$ cat config.mk
export PLATFORM = sky130hd
export DESIGN_NAME = wb_uart_dbg_bridge
export DESIGN_NICKNAME = d
export VERILOG_FILES = /design/src/rtl/wb_uart_dbg_bridge.sv
export SDC_FILE = /design/constraint.sdc
export NUM_CORES = 1
export LEC_CHECK = 0
export BUFFER_PORTS_ARGS = -buffer_cell sky130_fd_sc_hd__buf_2
export CAP_MARGIN = 30
export CORE_MARGIN = 2
export CORE_UTILIZATION = 25
export CTS_BUF_LIST = sky130_fd_sc_hd__clkbuf_16
export CTS_CLUSTER_SIZE = 28
export DETAILED_ROUTE_END_ITERATION = 8
export MAX_ROUTING_LAYER = met4
export PLACE_DENSITY_LB_ADDON = 0.08
export SETUP_SLACK_MARGIN = 0.1
export SLEW_MARGIN = 20
export SYNTH_ARGS = -nofsm -noshare
export SYNTH_HDL_FRONTEND = slang
export SYNTH_SLANG_ARGS = --single-unit
$ cat constraint.sdc
create_clock -name clk -period 4.6 [get_ports clk]
set_input_delay 0.23 -clock clk [delete_from_list [all_inputs] [get_ports clk]]
set_output_delay 0.23 -clock clk [all_outputs]
set_load 0.02 [all_outputs]
$ cat src/rtl/wb_uart_dbg_bridge.sv
`default_nettype none
// ----------------------------------------------------------------------------------
// wb_uart_dbg_bridge: 8N1 serial command port that issues single 32-bit Wishbone cycles
// Rev 1.0
// ----------------------------------------------------------------------------------
module wb_uart_dbg_bridge #(
   parameter int CLKS_PER_BIT  = 16,
   parameter int BUS_TIMEOUT   = 64,
   parameter int BYTE_TIMEOUT  = 4096,
   parameter int WB_ADDR_WIDTH = 32,
   parameter int WB_DATA_WIDTH = 32
) (
   input  logic                     clk,
   input  logic                     rst,
   output logic [WB_ADDR_WIDTH-1:0] wb_adr,
   output logic [WB_DATA_WIDTH-1:0] wb_dat_w,
   input  logic [WB_DATA_WIDTH-1:0] wb_dat_r,
   output logic                     wb_cyc,
   output logic                     wb_stb,
   output logic                     wb_we,
   output logic [3:0]               wb_sel,
   input  logic                     wb_ack,
   input  logic                     wb_err,
   input  logic                     rx_i,
   output logic                     tx_o,
   output logic                     busy_o
);

   localparam int HALF_BIT = CLKS_PER_BIT / 2;
   localparam int CW       = $clog2(CLKS_PER_BIT);
   localparam int BTW      = $clog2(BUS_TIMEOUT);
   localparam int TOW      = $clog2(BYTE_TIMEOUT);

   typedef enum logic [1:0] {RX_IDLE, RX_START, RX_DATA, RX_STOP} rx_state_t;
   typedef enum logic [2:0] {P_IDLE, P_ADDR, P_DATA, P_BUS, P_RESP} p_state_t;

   rx_state_t       rx_state, rx_next;
   logic            rx_meta, rx_sync, rx_prev;
   logic [CW-1:0]   rx_cnt;
   logic [2:0]      rx_bit;
   logic [7:0]      rx_shift;
   logic            rx_valid, rx_ferr;
   logic            rx_half, rx_full;

   logic [9:0]      tx_shift;
   logic            tx_active;
   logic [CW-1:0]   tx_cnt;
   logic [3:0]      tx_bits;
   logic            tx_last, tx_ready, tx_load;

   p_state_t        p_state, p_next;
   logic            we, cyc;
   logic [1:0]      idx;
   logic [31:0]     addr, wdata, resp_buf;
   logic [2:0]      resp_left;
   logic [TOW-1:0]  to_cnt;
   logic [BTW-1:0]  bus_cnt;
   logic            bus_done, byte_to;

   // ------------------------------------------------------------------ RX
   assign rx_half = (rx_cnt == CW'(HALF_BIT - 1));
   assign rx_full = (rx_cnt == CW'(CLKS_PER_BIT - 1));

   always_ff @(posedge clk or posedge rst) begin
      if (rst) begin
         rx_meta <= 1'b1;
         rx_sync <= 1'b1;
         rx_prev <= 1'b1;
      end else begin
         rx_meta <= rx_i;
         rx_sync <= rx_meta;
         rx_prev <= rx_sync;
      end
   end

   always_ff @(posedge clk or posedge rst) begin
      if (rst) rx_state <= RX_IDLE;
      else     rx_state <= rx_next;
   end

   always_comb begin
      rx_next = rx_state;
      case (rx_state)
         RX_IDLE:  if (rx_prev && !rx_sync) rx_next = RX_START;
         // a start bit that is high again at its midpoint was only a glitch
         RX_START: if (rx_half) rx_next = rx_sync ? RX_IDLE : RX_DATA;
         RX_DATA:  if (rx_full && rx_bit == 3'd7) rx_next = RX_STOP;
         RX_STOP:  if (rx_full) rx_next = RX_IDLE;
         default:  rx_next = RX_IDLE;
      endcase
   end

   always_ff @(posedge clk or posedge rst) begin
      if (rst) begin
         rx_cnt   <= '0;
         rx_bit   <= '0;
         rx_shift <= '0;
         rx_valid <= 1'b0;
         rx_ferr  <= 1'b0;
      end else begin
         rx_valid <= 1'b0;
         rx_ferr  <= 1'b0;
         if (rx_state == RX_IDLE || (rx_state == RX_START && rx_half) || rx_full)
            rx_cnt <= '0;
         else
            rx_cnt <= rx_cnt + 1'b1;
         if (rx_state == RX_IDLE)
            rx_bit <= '0;
         if (rx_state == RX_DATA && rx_full) begin
            rx_shift <= {rx_sync, rx_shift[7:1]};
            rx_bit   <= rx_bit + 1'b1;
         end
         if (rx_state == RX_STOP && rx_full) begin
            rx_valid <= rx_sync;
            rx_ferr  <= !rx_sync;
         end
      end
   end

   // ------------------------------------------------------------------ TX
   // A new byte may load in the final stop-bit cycle so replies run back to back.
   assign tx_last  = tx_active && (tx_cnt == CW'(CLKS_PER_BIT - 1)) && (tx_bits == 4'd9);
   assign tx_ready = !tx_active || tx_last;
   assign tx_o     = tx_shift[0];

   always_ff @(posedge clk or posedge rst) begin
      if (rst) begin
         tx_shift  <= '1;
         tx_active <= 1'b0;
         tx_cnt    <= '0;
         tx_bits   <= '0;
      end else if (tx_load) begin
         tx_shift  <= {1'b1, resp_buf[31:24], 1'b0};
         tx_active <= 1'b1;
         tx_cnt    <= '0;
         tx_bits   <= '0;
      end else if (tx_active) begin
         if (tx_cnt == CW'(CLKS_PER_BIT - 1)) begin
            tx_cnt   <= '0;
            tx_shift <= {1'b1, tx_shift[9:1]};
            tx_bits  <= tx_bits + 1'b1;
            if (tx_bits == 4'd9) tx_active <= 1'b0;
         end else begin
            tx_cnt <= tx_cnt + 1'b1;
         end
      end
   end

   // ------------------------------------------------------------------ parser / bus sequencer
   assign bus_done = cyc && (wb_ack || wb_err || bus_cnt == BTW'(BUS_TIMEOUT - 1));
   assign byte_to  = (to_cnt == TOW'(BYTE_TIMEOUT - 1));

   always_ff @(posedge clk or posedge rst) begin
      if (rst) p_state <= P_IDLE;
      else     p_state <= p_next;
   end

   always_comb begin
      p_next  = p_state;
      tx_load = 1'b0;
      case (p_state)
         P_IDLE: if (rx_valid) p_next = (rx_shift == 8'h57 || rx_shift == 8'h52) ? P_ADDR : P_RESP;
         P_ADDR: begin
            if (rx_ferr)                      p_next = P_IDLE;
            else if (rx_valid)                p_next = (idx == 2'd3) ? (we ? P_DATA : P_BUS) : P_ADDR;
            else if (byte_to)                 p_next = P_IDLE;
         end
         P_DATA: begin
            if (rx_ferr)                      p_next = P_IDLE;
            else if (rx_valid)                p_next = (idx == 2'd3) ? P_BUS : P_DATA;
            else if (byte_to)                 p_next = P_IDLE;
         end
         P_BUS:  if (bus_done) p_next = P_RESP;
         P_RESP: begin
            if (resp_left != 3'd0) tx_load = tx_ready;
            else if (!tx_active)   p_next  = P_IDLE;
         end
         default: p_next = P_IDLE;
      endcase
   end

   always_ff @(posedge clk or posedge rst) begin
      if (rst) begin
         we        <= 1'b0;
         cyc       <= 1'b0;
         idx       <= '0;
         addr      <= '0;
         wdata     <= '0;
         resp_buf  <= '0;
         resp_left <= '0;
         to_cnt    <= '0;
         bus_cnt   <= '0;
      end else begin
         if (rx_valid || !(p_state == P_ADDR || p_state == P_DATA))
            to_cnt <= '0;
         else
            to_cnt <= to_cnt + 1'b1;
         case (p_state)
            P_IDLE: if (rx_valid) begin
               // NAK is preloaded; a valid opcode overwrites it after the bus cycle
               we        <= (rx_shift == 8'h57);
               idx       <= '0;
               resp_buf  <= {8'h15, 24'h0};
               resp_left <= 3'd1;
            end
            P_ADDR: if (rx_valid) begin
               addr <= {addr[23:0], rx_shift};
               idx  <= idx + 1'b1;
            end
            P_DATA: if (rx_valid) begin
               wdata <= {wdata[23:0], rx_shift};
               idx   <= idx + 1'b1;
            end
            P_BUS: begin
               if (!cyc) begin
                  cyc     <= 1'b1;
                  bus_cnt <= '0;
               end else if (bus_done) begin
                  cyc <= 1'b0;
                  if (wb_ack && !wb_err) begin
                     resp_buf  <= we ? {8'h06, 24'h0} : 32'(wb_dat_r);
                     resp_left <= we ? 3'd1 : 3'd4;
                  end else begin
                     resp_buf  <= {8'h15, 24'h0};
                     resp_left <= 3'd1;
                  end
               end else begin
                  bus_cnt <= bus_cnt + 1'b1;
               end
            end
            P_RESP: if (tx_load) begin
               resp_buf  <= {resp_buf[23:0], 8'h00};
               resp_left <= resp_left - 1'b1;
            end
            default: ;
         endcase
      end
   end

   assign wb_cyc   = cyc;
   assign wb_stb   = cyc;
   assign wb_we    = cyc & we;
   assign wb_sel   = {4{cyc}};
   assign wb_adr   = WB_ADDR_WIDTH'(addr);
   assign wb_dat_w = WB_DATA_WIDTH'(wdata);
   assign busy_o   = (p_state != P_IDLE) || tx_active;

endmodule
`default_nettype wire

; Word level (Yosys, flattened, before mapping)
; Index checks and enable logic that the tools add are counted.
; W data, S select, Z words.
[word_totals]
word_cells = 164
reg_bits = 165
[op_classes]
n_reduce_logical = 41
n_eq_ne = 29
n_bitwise = 1
mux = 62
add_sub_neg = 8
[op_table]
columns = operator, n
row1 = $mux W32, 6
row2 = $pmux W32 S3, 1
row3 = $mux W3, 18
row4 = $mux W10, 3
row5 = $mux W4, 7
row6 = $ne A2 B2 Y1 const B, 11
row7 = $eq A8 B7 Y1 const B, 2
row8 = $mux W2, 8
row9 = $pmux W3 S5, 1
row10 = $add A12 B1 Y12 const B, 1
row11 = $add A4 B1 Y4 const B, 3
row12 = $eq A12 B12 Y1 const B, 1
row13 = $eq A4 B4 Y1 const B, 3
row14 = $mux W1, 12
row15 = $mux W12, 1
row16 = $mux W6, 2
row17 = $reduce_and A2 Y1, 5
row18 = $logic_and A1 B1 Y1, 9
row19 = $logic_or A1 B1 Y1, 9
row20 = $pmux W3 S3, 1
row21 = $reduce_bool A3 Y1, 3
row22 = $pmux W2 S4, 1
row23 = $reduce_and A4 Y1, 2
row24 = $reduce_bool A2 Y1, 4
row25 = other kinds (20), 27

; Logic depth before layout (Yosys ltp)
; Gate-level depths: netlist (run 1).
[depth]
ltp_word = 8
ltp_mapped = 9

; Worst setup path before layout (run 1)
; Ideal clock, no wire load.
[synth_timing]
path_type = reg-to-reg
from = register cyc (netlist: wb_cyc)
to = register resp_buf[0]
setup_time_ns = 0.121
t_arrival_ns = 1.980
synth_period_minus_slack_ns = 2.101
stages_incl_launch_ff = 9
path_slack_ns = 2.499
cell_sequence = dfrtp_1 clkbuf_1 o21ai_0 o211ai_2 o41ai_2 or2_1 buf_6 buf_6 a22o_1
[synth_between]
elab_chain_len = 3
word_cells_on_any_way = 4
cone_classes = eq/ne (2) / reduce/logical (2)
[synth_lines]
columns = element, line_no
row1 = start: declaration, 52  ; logic we, cyc;
row2 = start signal: assignment, 185  ; cyc <= 1'b0;
row3 = start signal: assignment, 216  ; cyc <= 1'b1;
row4 = start signal: assignment, 219  ; cyc <= 1'b0;
row5 = $logic_and A1 B1 Y1, 150  ; assign bus_done = cyc && (wb_ack || wb_err || bus_cnt == BTW'(BUS_TIMEOUT - 1));
row6 = $ne A2 B2 Y1 (no source line), --
row7 = $reduce_and A5 Y1 (no source line) *, --
row8 = end signal: assignment, 203  ; resp_buf <= {8'h15, 24'h0};
row9 = end signal: assignment, 221  ; resp_buf <= we ? {8'h06, 24'h0} : 32'(wb_dat_r);
row10 = end signal: assignment, 224  ; resp_buf <= {8'h15, 24'h0};
row11 = end: declaration, 54  ; logic [31:0] addr, wdata, resp_buf;
; Every way passes the cells marked *; elsewhere a longest branch is shown, timed or not.
; A chain may end at the register's enable or synchronous reset.

; Worst setup path after layout (run 1)
[layout_timing]
from = register p_state[1]
to = register resp_left[0]
[layout_between]
elab_chain_len = 4
word_cells_on_any_way = 11
cone_classes = eq/ne (6) / mux (2) / reduce/logical (3)
[layout_lines]
columns = element, line_no
row1 = start: declaration, 51  ; p_state_t p_state, p_next;
row2 = start signal: assignment, 155  ; else p_state <= p_next;
row3 = $eq A3 B3 Y1, "161, 198"
row4 = $mux W1, 161  ; case (p_state)
row5 = $ne A2 B2 Y1 (no source line), --
row6 = $reduce_and A5 Y1 (no source line), --
row7 = end signal: assignment, 222  ; resp_left <= we ? 3'd1 : 3'd4;
row8 = end signal: assignment, 233  ; resp_left <= resp_left - 1'b1;
row9 = end: declaration, 55  ; logic [2:0] resp_left;
; Several ways; a longest one is shown, not always the timed one.

==> run summary, run 1 <==
The synthesized net count is 663. The signal on the critical path passes through and3b_1 > o211ai_2 > o41ai_4 > buf_4 > or2_1 > buf_4 > mux2_1. The total of flip-flops plus latches after synthesis is 164. The count of placed standard cells including taps is 1,074. The final hold violation count is 19. Entering global routing, the biggest net connects 165 pins. The share of power burned in the clock network came out at 39.5%. The cell that appears most often on the critical path is sky130_fd_sc_hd__buf_4.

TritonCTS built the clock tree. The number of maximum-capacitance constraint violations came out at 0. The worst setup path is captured at a flip-flop.

The total buffers and inverters traversed by the critical path is 2. After synthesis, the largest family of logic cells by area is compound AO/OA/AOI/OAI gates. The share of total power consumed by net switching is 30.02%.

Broken down by cell family, the worst path's largest delay share belongs to simple AND/OR/NAND/NOR gates. The count of hold buffers inserted by post-cts repair is 1. The maximum VDD drop came out at 213.5 µV.

The count of nets left with antenna violations once routing finished came out at 0. The number of buffers inserted during clock tree synthesis came out at 17. The setup path with the least slack is of type reg -> reg. The logic gate share of total power is 14.0%. The most used flip-flop cell after synthesis is sky130_fd_sc_hd__dfrtp_1.

The final RePlAce weighted congestion came out at 0.7635. The worst-case hold slack is -0.05093 ns. In this run the core area contains 62 standard-cell rows. The residual DRC count came out at 0.

The highest cell delay on the worst timing path is 0.58 ns. The critical path data arrival time is 3.30 ns. The starting density of the core came out at 25.20%. The H-tree depth reported by CTS came out at 4. The wire length of the first global-routing pass is 27,830 µm.

Once detailed placement completed, the half-perimeter wirelength came to 11,200 µm. The signed area change from the synthesized netlist to the final layout came out at 21.66%. The floorplan step defined a die boundary enclosing 30,070 µm². During synthesis, Yosys emitted a total of 0 warnings. The sequential fraction of design power came out at 46.5%.

The global-route layer with the greatest usage is met2. The internal portion of the total power is 2.583 mW. The via count of the first global-routing pass was 5,137. The basic-gate share of the synthesized area counting and, or, nand and nor cells came out at 10.32%.

The quantity of gates resized following cts is 0. Summed over all instances, the cell type with the most area after synthesis is sky130_fd_sc_hd__dfrtp_1. Measured along the x axis, the die boundary spans 173.4 µm. The iteration count of the initial detailed-routing pass is 4. The worst flop-to-flop path startpoint is p_state[1]. For this design, the slowest cell found on the critical path is sky130_fd_sc_hd__dfrtp_1. Counting flops with a built-in enable in the synthesized netlist gives 0. The post-synthesis share of cell area spent on full adders, half adders and majority gates came out at 1.918%. The final setup violation count is 0.

The post-synth design cell area came out at 7176 µm². Setup repair after global routing left no endpoint under its margin. The post-route non-filler standard cell count is 1,108. Timing would allow up to 0.3330 GHz.

The final max-slew violation count is 0. In this run, the number of DRC markers left after iteration 0 of detailed routing was 280. The clock insertion delay at the later pin of the skew report is 0.43 ns.

The clock period minus final worst setup slack came out at 3.003 ns. For this run, global-route usage on met1 was measured as 15.19%. The share of synthesized area spent on multiplexers came out at 11.89%. The met3 demand-to-capacity share in global routing is 3.289%. The library cell used as clock root buffer is sky130_fd_sc_hd__clkbuf_16. After synthesis, the netlist uses 57 different library cells.

The fraction of registers with async set/reset came out at 100.0%. The worst path uses 65.27% of the clock period. The class of the tightest hold or removal check is in -> async. The leakage power summed over all cells came out at 4.137 nW. The sequential share of the synthesized area is 57.40%. In this run the worst path has a maximum fanout of 28.

The critical path depth in cells is 7. The average wire length per cell after detail routing is 15.02 µm. The clock tree skew after final layout is 0.01715 ns.

The total area inside the core boundary comes to 28,470 µm². Yosys attributes the largest share of cell area to sky130_fd_sc_hd__dfrtp_1 53%, sky130_fd_sc_hd__mux2_2 11%, sky130_fd_sc_hd__dfstp_2 4.4%. For this design the total switching power over the nets is 1.108 mW. The number of buffers inserted by port buffering came out at 109.

The run finished, with violations left. The clock edge transition at the registers on the reported setup and hold paths is 0.07 ns. The final layout contains 759 nets. The tree built by TritonCTS fans out to 164 sinks. The number of antenna violations at the first check in global routing is 0. The share of the synthesized area in the top cell type came out at 53.01%. The worst reg-to-reg path cell count came out at 7.

The final sum of negative setup slack came out at 0 ns. The total wirelength of the detailed-routed design is 16,640 µm. The aggregate global-route resource usage came out at 11.92%. The die is 173.4 µm tall. The post-synthesis compound-gate area fraction came out at 13.08%. The transition time at the pin with the least slew margin is 1.044 ns. Power spread over the standard cell area amounts to 422.8 nW/µm².

The fraction of synthesized cell area in xor and xnor cells came out at 1.831%. The final reports fail on negative hold slack. The routed layout has 5,005 vias. The post-synthesis instance total came out at 615. The number of inserted diodes is 0.

The top-level I/O count is 110. The fraction of met2 tracks used by global routing came out at 18.70%. The synthesized area per cell is 11.67 µm². Dividing the detail-routed via count by the number of cells gives 4.517. The maximum number of buffers from clock root to sink came out at 2.

STA classifies the critical path startpoint as a flip-flop. The worst slew slack as a fraction of its limit came out at 30.41%. The worst register-to-register path ends at resp_left[0].

The share of layout cells above drive strength 1 came out at 34.12%. The setup slack on the worst flop-to-flop path is 1.60 ns. The buffer count from post-CTS setup fixing came out at 0.

The required time reported for the critical path endpoint is 4.90 ns. The remaining global-route overflow came out at 0.
stage by stage:
stage               setup slack [ns]  util (%)  instance area [µm²]  hold WS, ns  total power [mW]
finish                         1.597     30.66                 8730     -0.05093             3.691
global route                   1.318     30.66                 8730      0.01270             3.914
CTS                            1.585     30.65                 8725     0.007285             3.760
detailed placement             1.606     28.47                 8107       0.3464             2.269
global placement               1.696     28.47                 8107       0.3408             2.251
floorplan                      2.295         -                 7179       0.2345             2.120
state kept, by name, indices dropped and copies added, names as in the netlist, 2 cells and up, named ones only:
| signal | cells |
|---|---|
| wb_dat_w | 32 |
| tx_shift | 9 |
| rx_shift | 8 |
| resp_buf | 32 |
| wb_adr | 32 |
| bus_cnt | 6 |
| to_cnt | 12 |
| tx_cnt | 4 |
| tx_bits | 4 |
| rx_cnt | 4 |
| resp_left | 3 |
| rx_bit | 3 |
| p_state | 3 |
| idx | 2 |
final cells by class:
cell class / instances / area, µm²
clock buffer: 17 / 425.4
sequential: 164 / 4119
tap: 384 / 480.5
timing repair buffer: 118 / 625.6
fill: 2965 / 19740
clock inverter: 15 / 182.7
inverter: 13 / 52.55
multi-input combinational: 397 / 2844
worst register-to-register path, cell delays in order (launching register included):
cell	delay (ns)
sky130_fd_sc_hd__dfrtp_1	0.58
sky130_fd_sc_hd__and3b_1	0.41
sky130_fd_sc_hd__o211ai_2	0.25
sky130_fd_sc_hd__o41ai_4	0.10
sky130_fd_sc_hd__buf_4	0.32
sky130_fd_sc_hd__or2_1	0.56
sky130_fd_sc_hd__buf_4	0.34
sky130_fd_sc_hd__mux2_1	0.34
layout by cell type (no fill, tap or decap), types with 16 or more instances in the layout:
cell / instances
sky130_fd_sc_hd__a22oi_1: 21
sky130_fd_sc_hd__clkbuf_16: 17
sky130_fd_sc_hd__nor2_1: 39
sky130_fd_sc_hd__nand2_1: 42
sky130_fd_sc_hd__nand3_1: 16
sky130_fd_sc_hd__buf_2: 110
sky130_fd_sc_hd__dfrtp_1: 152
sky130_fd_sc_hd__mux2_2: 71
sky130_fd_sc_hd__o21ai_0: 62
Yosys cell counts (7+ instances only):
cell type,number
sky130_fd_sc_hd__inv_1,13
sky130_fd_sc_hd__clkbuf_1,20
sky130_fd_sc_hd__xnor2_1,7
sky130_fd_sc_hd__nand2_1,42
sky130_fd_sc_hd__o21ai_0,62
sky130_fd_sc_hd__mux2_2,71
sky130_fd_sc_hd__a22o_1,12
sky130_fd_sc_hd__a21oi_1,11
sky130_fd_sc_hd__dfrtp_1,152
sky130_fd_sc_hd__buf_2,12
sky130_fd_sc_hd__a22oi_1,21
sky130_fd_sc_hd__nor2b_1,7
sky130_fd_sc_hd__nand3_1,16
sky130_fd_sc_hd__a31oi_1,12
sky130_fd_sc_hd__nor2_1,40
sky130_fd_sc_hd__dfstp_2,12
sky130_fd_sc_hd__ha_1,11
sky130_fd_sc_hd__xor2_1,8
layer usage:
layer / vias up / wire, µm
li1: 2387 / -
met4: 0 / 131
met1: 2510 / 7738
met5: - / 0
met3: 7 / 794
met2: 101 / 7977
logic make-up (layout without fill, tap and decap cells):
family,Yosys count,in the layout
AOI/OAI and AO/OA,147,147
xor gates and xnor gates,15,15
adders and majority gates,11,11
buffers and inverters,54,163
DFF,164,164
muxes,76,76
and+or+nand+nor,148,148
how the worst max path moves through the flow:
stage | startpoint | to
after floorplan | rst | asynchronous set/reset pin
after detailed placement | p_state[1] | resp_left[0]
final | p_state[1] | resp_left[0]
after global routing | p_state[1] | resp_left[0]
after global placement | p_state[1] | resp_left[0]
after CTS | p_state[1] | resp_left[0]
power groups by stage:
stage | sequential (mW) | clock (mW) | combinational [mW]
after floorplan | 1.70 | 0 | 0.419
after global placement | 1.74 | 0 | 0.515
after detailed placement | 1.74 | 0 | 0.526
after CTS | 1.72 | 1.51 | 0.528
after global routing | 1.74 | 1.57 | 0.603
final | 1.72 | 1.46 | 0.517
(Power assumes the default switching activity.)
==> inputs of run 2 (changes only) <==
--- a/config.mk
+++ b/config.mk
@@ -5,6 +5,7 @@
 export SDC_FILE = /design/constraint.sdc
 export NUM_CORES = 1
 export LEC_CHECK = 0
+export ABC_AREA = 1
 export BUFFER_PORTS_ARGS = -buffer_cell sky130_fd_sc_hd__buf_2
 export CAP_MARGIN = 30
 export CORE_MARGIN = 2
==> constraint.sdc (replaced) <==
create_clock -name clk -period 2.46 [get_ports clk]
set_input_delay 0.123 -clock clk [delete_from_list [all_inputs] [get_ports clk]]
set_output_delay 0.123 -clock clk [all_outputs]
set_load 0.02 [all_outputs]
==> run summary, run 2 <==
The flow ran to the end, and the final reports show no timing, DRC or antenna violations. The post-synthesis share of cell area spent on full adders, half adders and majority gates came to 1.840% (-0.078 points). The area of the die is 31,310 µm² (+4.1%). The total number of placement rows came to 63 (+1.6%). The library cell used as clock root buffer is sky130_fd_sc_hd__clkbuf_16. The final hold violation count came out at 0 (-19).

The leakage power summed over all cells is 4.680 nW (+13%). The via count of the first global-routing pass is 5,803 (+13%). The maximum VDD drop came to 417.7 µV (+96%). The iteration count of the initial detailed-routing pass is 4 (unchanged).

The starting density of the core came to 25.30% (+0.095 points). The top cell types in the final layout, fill and taps aside, are 302 x sky130_fd_sc_hd__nand2_1, 152 x sky130_fd_sc_hd__dfrtp_1, 109 x sky130_fd_sc_hd__buf_2, 64 x sky130_fd_sc_hd__inv_1, 57 x sky130_fd_sc_hd__nand3_1. Setup repair after global routing left no endpoint under its margin. The number of vias per cell after detailed routing came out at 4.168 (-7.7%). The maximum clock frequency came out at 0.4925 GHz (+48%). The clock edge transition at the registers on the reported setup and hold paths was 0.07 ns (about the same). Among all stages on the critical path, the largest delay is contributed by sky130_fd_sc_hd__dfrtp_1. The worst setup path is captured at a flip-flop. The number of enable-type register cells in the synthesized netlist came out at 0 (unchanged). The final RePlAce weighted congestion came out at 0.7444 (-2.5%).

The number of inserted diodes came to 0 (unchanged). The post-synthesis compound-gate area fraction came out at 6.525% (-6.6 points). The required time reported for the critical path endpoint came to 2.82 ns (-2.08 ns). The aggregate global-route resource usage came out at 12.73% (+0.81 points). The most common cell in the synthesized netlist is sky130_fd_sc_hd__nand2_1. The worst reg-to-reg path cell count is 8 (+1). The post-detailed-placement half-perimeter wirelength came to 12,080 µm (+7.8%). By area the synthesized netlist is led by sky130_fd_sc_hd__dfrtp_1 51%, sky130_fd_sc_hd__nand2_1 15%, sky130_fd_sc_hd__mux2_2 4.8%. The number of clock sinks is 164 (unchanged).

The startpoint identified for the worst register-to-register timing path is tx_cnt[0]. The post-route non-filler standard cell count was 1,362 (+23%). The post-synth design cell area was 7478 µm² (+4.2%). The buffer count from post-CTS setup fixing came to 0 (unchanged). The wire length of the first global-routing pass was 30,620 µm (+10%). The launching element of the worst setup path is tx_cnt[0]. The residual DRC count came to 0 (unchanged). The setup slack on the worst flop-to-flop path is 0.43 ns (-1.17 ns). The net count of the finished layout is 1,007 (+33%). The clock tree skew after final layout is 0.01143 ns (-0.005717 ns). The H-tree depth reported by CTS came out at 4 (unchanged). The number of cells traversed by the worst hold path is 4. The worst setup path is launched from a flip-flop. The horizontal die dimension is 177.0 µm (+2.0%). The highest cell delay on the worst timing path is 0.38 ns (-0.20 ns).

The final worst-path cycle share is 82.53% (+17 points). The post-synthesis cell type count came out at 34 (-40%). The share of synthesized area spent on multiplexers came out at 4.818% (-7.1 points). The critical path data arrival time came out at 2.39 ns (-0.91 ns). Ranked by instance count, the synthesized netlist is headed by 303 x sky130_fd_sc_hd__nand2_1, 152 x sky130_fd_sc_hd__dfrtp_1, 63 x sky130_fd_sc_hd__inv_1.

The flip-flop cell with the highest count after synthesis is sky130_fd_sc_hd__dfrtp_1. The synthesized net count came out at 897 (+35%). The basic-gate share of the synthesized area counting and, or, nand and nor cells came out at 24.83% (+15 points).

The maximum fanout along the worst path came to 20 (-29%). The clock period minus final worst setup slack is 2.030 ns (-0.9723 ns). Leaving out fill and tap cells, the most frequent cell in the layout is sky130_fd_sc_hd__nand2_1.

The final max-slew violation count came to 0 (unchanged). The total of warnings raised by yosys came out at 0 (unchanged). The share of layout cells above drive strength 1 came out at 21.91% (-12 points). The total of flip-flops plus latches after synthesis came out at 164 (unchanged). The post-synthesis instance total is 849 (+38%). The sequential share of the synthesized area is 55.08% (-2.3 points). The total wirelength of the detailed-routed design is 17,930 µm (+7.8%). In this run the most critical hold path is launched from wb_dat_r[5]. TritonCTS built the clock tree. The critical path is of the reg -> reg type.

The maximum number of buffers from clock root to sink came to 2 (unchanged). The standard cell core area is 29,560 µm² (+3.8%). The top-level I/O count came out at 110 (unchanged). The number of buffers inserted by port buffering was 109 (unchanged). The final setup violation count is 0 (unchanged). The synthesized area per cell came to 8.809 µm² (-25%). The share of the synthesized area in the top cell type came out at 50.86% (-2.1 points). The transition time at the pin with the least slew margin came out at 0.6302 ns (-0.4136 ns). The clock insertion delay at the later pin of the skew report came out at 0.43 ns (about the same). The remaining global-route overflow was 0 (unchanged). The total vias in the final route is 5,677 (+13%).

The fraction of synthesized cell area in xor and xnor cells is 0.7027% (-1.1 points). The worst-case hold slack came out at 0.01900 ns (+0.06992 ns). After synthesis, the largest family of logic cells by area is simple AND/OR/NAND/NOR gates. In this run the worst hold path is classified as in -> reg.

The fraction of registers with async set/reset is 100.0% (unchanged). The detailed router's first-iteration violation count is 266 (-5.0%). The critical path goes through ha_1 > nand3_1 > o21ai_1 > nand2_4 > nand3_4 > buf_4 > nand3_1 > nand2_1. The count of placed standard cells including taps came out at 1,325 (+23%).

The maximum number of pins on one net before global-route repair is 88 (-47%). The average wire length per cell after detail routing is 13.17 µm (-12%). By instance count, the cell type seen most on the critical path is sky130_fd_sc_hd__nand3_1. The final sum of negative setup slack is 0 ns (unchanged).

The most area-hungry cell type in the Yosys netlist is sky130_fd_sc_hd__dfrtp_1. The number of buffers inserted during clock tree synthesis was 17 (unchanged). The worst slew slack as a fraction of its limit came out at 57.87% (+27 points). The number of maximum-capacitance constraint violations came out at 0 (unchanged). The total power density per cell area is 707.5 nW/µm² (+67%). The die extent in y came to 177.0 µm (+2.0%). The antenna violation net count after detailed routing is 0 (unchanged).

The number of antenna violations at the first check in global routing came out at 0 (unchanged). Relative to the synthesized area, the layout overhead comes to 21.35%.
[run 2: repair_timing]
action                                 CTS  global route
endpoints found under the hold margin  156             0
hold buffers                             5             0
resized for setup                        0             1
setup endpoints to repair                0            12
[run 2: layout make-up]
| type | count | area (µm²) |
|---|---|---|
| Sequential cell | 164 | 4119 |
| Fill cell | 3200 | 20480 |
| Clock inverter | 15 | 135.1 |
| Tap cell | 390 | 488.0 |
| Clock buffer | 17 | 425.4 |
| Timing Repair Buffer | 126 | 735.7 |
| Multi-Input combinational cell | 583 | 2917 |
| Inverter | 67 | 255.2 |
[run 2: final timing paths]
kind,end
worst max-delay path,resp_left[2]
worst min-delay path,resp_buf[5]
worst max register to register,resp_left[2]
worst min register to register,rx_sync
max in group asynchronous,tx_shift[1]
min in group asynchronous,wb_dat_w[17]
[run 2: per-layer routing]
layer / track usage [%] / vias up / part of all wire (%)
met2: 19.33 / 92 / 46
met5: - / - / 0
met1: 17.09 / 2636 / 50
met3: 2.706 / 12 / 3.2
li1: - / 2937 / -
met4: 3.719 / 0 / 1.1
[run 2: power by group]
| group | internal [mW] | switching, mW |
|---|---|---|
| combinational | 0.281 | 0.636 |
| sequential | 2.83 | 0.110 |
| clock | 1.40 | 1.16 |
| total | 4.51 | 1.91 |
[run 2: stage by stage]
| step | util, % | total power [mW] | setup slack (ns) | cell area [µm²] |
|---|---|---|---|---|
| 2_1_floorplan | - | 3.675 | 0.2620 | 7482 |
| 4_1_cts | 30.67 | 6.554 | 0.3272 | 9066 |
| 3_3_place_gp | 28.61 | 3.935 | 0.4387 | 8456 |
| 3_5_place_dp | 28.61 | 3.925 | 0.3501 | 8456 |
| 5_1_grt | 30.70 | 6.813 | 0.1764 | 9075 |
| 6_report | 30.70 | 6.421 | 0.4297 | 9075 |
[run 2: critical path: cells and delay by family, from the launching register on]
| kind | cells | cell delay (ns) |
|---|---|---|
| AO/OA/AOI/OAI | 1 | 0.31 |
| adder cells (fa/ha/maj) | 1 | 0.17 |
| buffers and inverters | 1 | 0.30 |
| flip-flops | 1 | 0.38 |
| AND/OR/NAND/NOR | 5 | 0.80 |
[run 2: kinds of logic after synthesis]
| logic type | count (synthesis) |
|---|---|
| multiplexers | 32 |
| AO/OA/AOI/OAI | 90 |
| adder cells (fa/ha/maj) | 11 |
| AND/OR/NAND/NOR | 444 |
| buffers and inverters | 102 |
| XOR/XNOR | 6 |
| flip-flops | 164 |
==> inputs of run 3 (changes only) <==
==> constraint.sdc (replaced) <==
create_clock -name clk -period 1.7 [get_ports clk]
set_input_delay 0.085 -clock clk [delete_from_list [all_inputs] [get_ports clk]]
set_output_delay 0.085 -clock clk [all_outputs]
set_load 0.02 [all_outputs]
==> run summary, run 3 (synthesis results as in run 2) <==
The flow ran to the end, and the final reports show no timing, DRC or antenna violations. The logic gate share of total power came to 24.1% (+9.8 points). In the layout the commonest cells are 295 x sky130_fd_sc_hd__nand2_1, 151 x sky130_fd_sc_hd__dfrtp_1, 108 x sky130_fd_sc_hd__buf_2, 56 x sky130_fd_sc_hd__inv_1, 50 x sky130_fd_sc_hd__o21ai_0.

The top-level I/O count came out at 110 (unchanged). The via count of the first global-routing pass came out at 5,912 (+1.9%). The number of maximum-capacitance constraint violations came out at 0 (unchanged).

The maximum VDD drop came out at 558.8 µV (+34%). The remaining global-route overflow is 0 (unchanged). By startpoint and endpoint, the worst setup path is classified as reg -> reg. The number of clock sinks came out at 164 (unchanged). The clock tree skew after final layout is 0.01916 ns (+0.007723 ns).

The detailed router's first-iteration violation count came out at 295 (+11%). The H-tree depth reported by CTS is 4 (unchanged). The setup slack on the worst flop-to-flop path is 0.03 ns (-0.40 ns). The post-route non-filler standard cell count came out at 1,450 (+6.5%). The worst slew slack as a fraction of its limit is 64.81% (+6.9 points).

TritonCTS built the clock tree. Following the worst setup path forward leads to its endpoint at resp_left[0]. The final max-slew violation count came out at 0 (unchanged). Tracing the worst setup path back leads to its startpoint at bus_cnt[1]. The tightest min-delay check is of the in -> reg type. The area of the die is 31,310 µm² (unchanged).

The cell sitting at the root of the clock tree is a sky130_fd_sc_hd__clkbuf_16. The total vias in the final route is 6,101 (+7.5%). The clock edge transition at the registers on the reported setup and hold paths is 0.07 ns (about the same).

The share of power burned in the clock network was 36.0% (-3.9 points). The startpoint identified for the worst register-to-register timing path is bus_cnt[1]. The horizontal die dimension is 177.0 µm (unchanged).

The leakage power summed over all cells is 5.277 nW (+13%). The critical path data arrival time came out at 2.00 ns (-0.39 ns). The number of buffers inserted by port buffering came out at 109 (unchanged). The library cell used most frequently in the layout, excluding fill and tap cells, is sky130_fd_sc_hd__nand2_1. The signed area change from the synthesized netlist to the final layout is 40.59%. The wire length of the first global-routing pass came out at 31,780 µm (+3.8%). The transition time at the pin with the least slew margin was 0.5279 ns (-0.1024 ns). The cell-internal power is 7.330 mW (+62%).

The residual DRC count was 0 (unchanged). The number of antenna violations at the first check in global routing is 0 (unchanged). The nature of the critical path startpoint is a flip-flop. The endpoint identified for the worst register-to-register timing path is resp_left[0]. The share of total power consumed by net switching is 31.24% (+1.6 points).

The maximum number of buffers from clock root to sink is 2 (unchanged). The post-detailed-placement half-perimeter wirelength is 12,170 µm (+0.80%). The count of placed standard cells including taps came out at 1,348 (+1.7%). The worst slack after detailed placement is -0.04726 ns (-0.3973 ns). The total number of placement rows was 63 (unchanged).

The clock period minus final worst setup slack came out at 1.674 ns (-0.3559 ns). The switching power is 3.329 mW (+75%). The number of buffers inserted during clock tree synthesis came out at 17 (unchanged). The clock insertion delay at the later pin of the skew report came out at 0.44 ns (about the same). The maximum fanout along the worst path is 9 (-55%).

The final worst-path cycle share came out at 98.49% (+16 points). The average wire length per cell after detail routing is 14.60 µm (+11%). The smallest setup slack after layout is 0.02560 ns (-0.4041 ns).

The antenna violation net count after detailed routing is 0 (unchanged). The number of vias per cell after detailed routing came to 4.208 (+0.95%). The number of inserted diodes is 0 (unchanged). The maximum number of pins on one net before global-route repair is 92 (+4.5%).

The aggregate global-route resource usage is 13.36% (+0.63 points). The total wirelength of the detailed-routed design was 21,170 µm (+18%). The die extent in y is 177.0 µm (unchanged). The final setup violation count is 0 (unchanged).

The maximum clock frequency is 0.5972 GHz (+21%). The required time reported for the critical path endpoint came to 2.02 ns (-0.80 ns). Setup repair after global routing could not meet its margin everywhere. The total power density per cell area is 1014 nW/µm² (+43%).

The starting density of the core came to 25.30% (unchanged). The worst reg-to-reg path cell count is 11 (+3). The iteration count of the initial detailed-routing pass came out at 4 (unchanged). The sequential fraction of design power came out at 39.9% (-5.9 points). The share of layout cells above drive strength 1 is 30.66% (+8.7 points). The final RePlAce weighted congestion came out at 0.7356 (-1.2%). The final hold violation count came to 0 (unchanged). STA classifies the critical path endpoint as a flip-flop.

The net count of the finished layout is 1,095 (+8.7%). The standard cell core area is 29,560 µm² (unchanged).
run 3: cell types whose count changed in the layout (fill, tap and decap cells not counted), moves of 7 or more:
cell / previous run / this run
sky130_fd_sc_hd__buf_4: 8 / 41
sky130_fd_sc_hd__buf_6: 0 / 7
sky130_fd_sc_hd__mux2_4: 0 / 24
sky130_fd_sc_hd__inv_1: 64 / 56
sky130_fd_sc_hd__nand3_1: 57 / 37
sky130_fd_sc_hd__nand3_2: 1 / 20
sky130_fd_sc_hd__clkbuf_16: 17 / 28
sky130_fd_sc_hd__dlygate4sd3_1: 5 / 28
sky130_fd_sc_hd__mux2_2: 32 / 8
sky130_fd_sc_hd__buf_12: 4 / 12
sky130_fd_sc_hd__nand2_1: 302 / 295
run 3: final cells by class:
| class | instances | area (µm²) |
|---|---|---|
| Clock inverter | 15 | 150.1 |
| Multi-Input combinational cell | 586 | 3259 |
| Tap cell | 390 | 488.0 |
| Clock buffer | 17 | 425.4 |
| Sequential cell | 164 | 4120 |
| Fill cell | 3067 | 19050 |
| Timing Repair Buffer | 211 | 1808 |
| Inverter | 67 | 262.8 |
run 3: metrics by stage:
stage               util [%]  hold WS (ns)  area, µm²  TNS (ns)  power (mW)
floorplan                  -       0.08948       7482    -69.92       5.318
global placement       29.40        0.1925       8691   -0.2509       5.864
detailed placement     29.40        0.1952       8691    -1.054       5.866
CTS                    32.95      0.007597       9739         0       10.16
global route           35.57       0.01995      10510    -2.859       11.18
finish                 35.57      0.009727      10510         0       10.66
run 3: power groups by stage:
stage,registers [mW],logic (mW),clock network (mW)
after floorplan,4.29,1.03,0
after global placement,4.32,1.54,0
after detailed placement,4.32,1.55,0
after CTS,4.25,1.93,3.98
after global routing,4.28,2.77,4.12
final,4.26,2.57,3.83
run 3: worst max-delay path, stage by stage (launching register included):
cell,delay [ns]
sky130_fd_sc_hd__dfrtp_1,0.36
sky130_fd_sc_hd__ha_2,0.20
sky130_fd_sc_hd__nand2_2,0.06
sky130_fd_sc_hd__nor2_2,0.12
sky130_fd_sc_hd__nand2_1,0.07
sky130_fd_sc_hd__nand2_2,0.08
sky130_fd_sc_hd__nand2_4,0.06
sky130_fd_sc_hd__nor2_4,0.15
sky130_fd_sc_hd__clkbuf_16,0.21
sky130_fd_sc_hd__nand2_8,0.09
sky130_fd_sc_hd__nand2_1,0.08
sky130_fd_sc_hd__nand2_1,0.07
run 3: repair_timing:
| item | 4_1_cts | 5_1_grt |
|---|---|---|
| setup buffers | 8 | 15 |
| resized for setup | 13 | 83 |
| pin swaps | 5 | 41 |
| endpoints found under the setup margin | 74 | 86 |
| endpoints found under the hold margin | 179 | 0 |
| hold buffers | 28 | 0 |
| cloned | 3 | 16 |
run 3: worst min-delay path by stage:
| stage | start | to | slack (ns) | cells after the start |
|---|---|---|---|---|
| after floorplan | rx_i | rx_meta | 0.09 | 0 |
| after global placement | rx_i | rx_meta | 0.19 | 1 |
| after detailed placement | rx_i | rx_meta | 0.20 | 1 |
| after CTS | wb_dat_r[20] | resp_buf[20] | 0.008 | 5 |
| after global routing | wb_dat_r[20] | resp_buf[20] | 0.02 | 5 |
| final | wb_dat_r[20] | resp_buf[20] | 0.01 | 5 |
run 3: layer usage:
layer	up-vias	global-route usage [%]	part of all wire, %
met5	-	-	0
met4	0	4.545	1.1
met3	14	2.620	3.1
met2	89	20.28	45
met1	2884	17.82	51
li1	3114	-	-
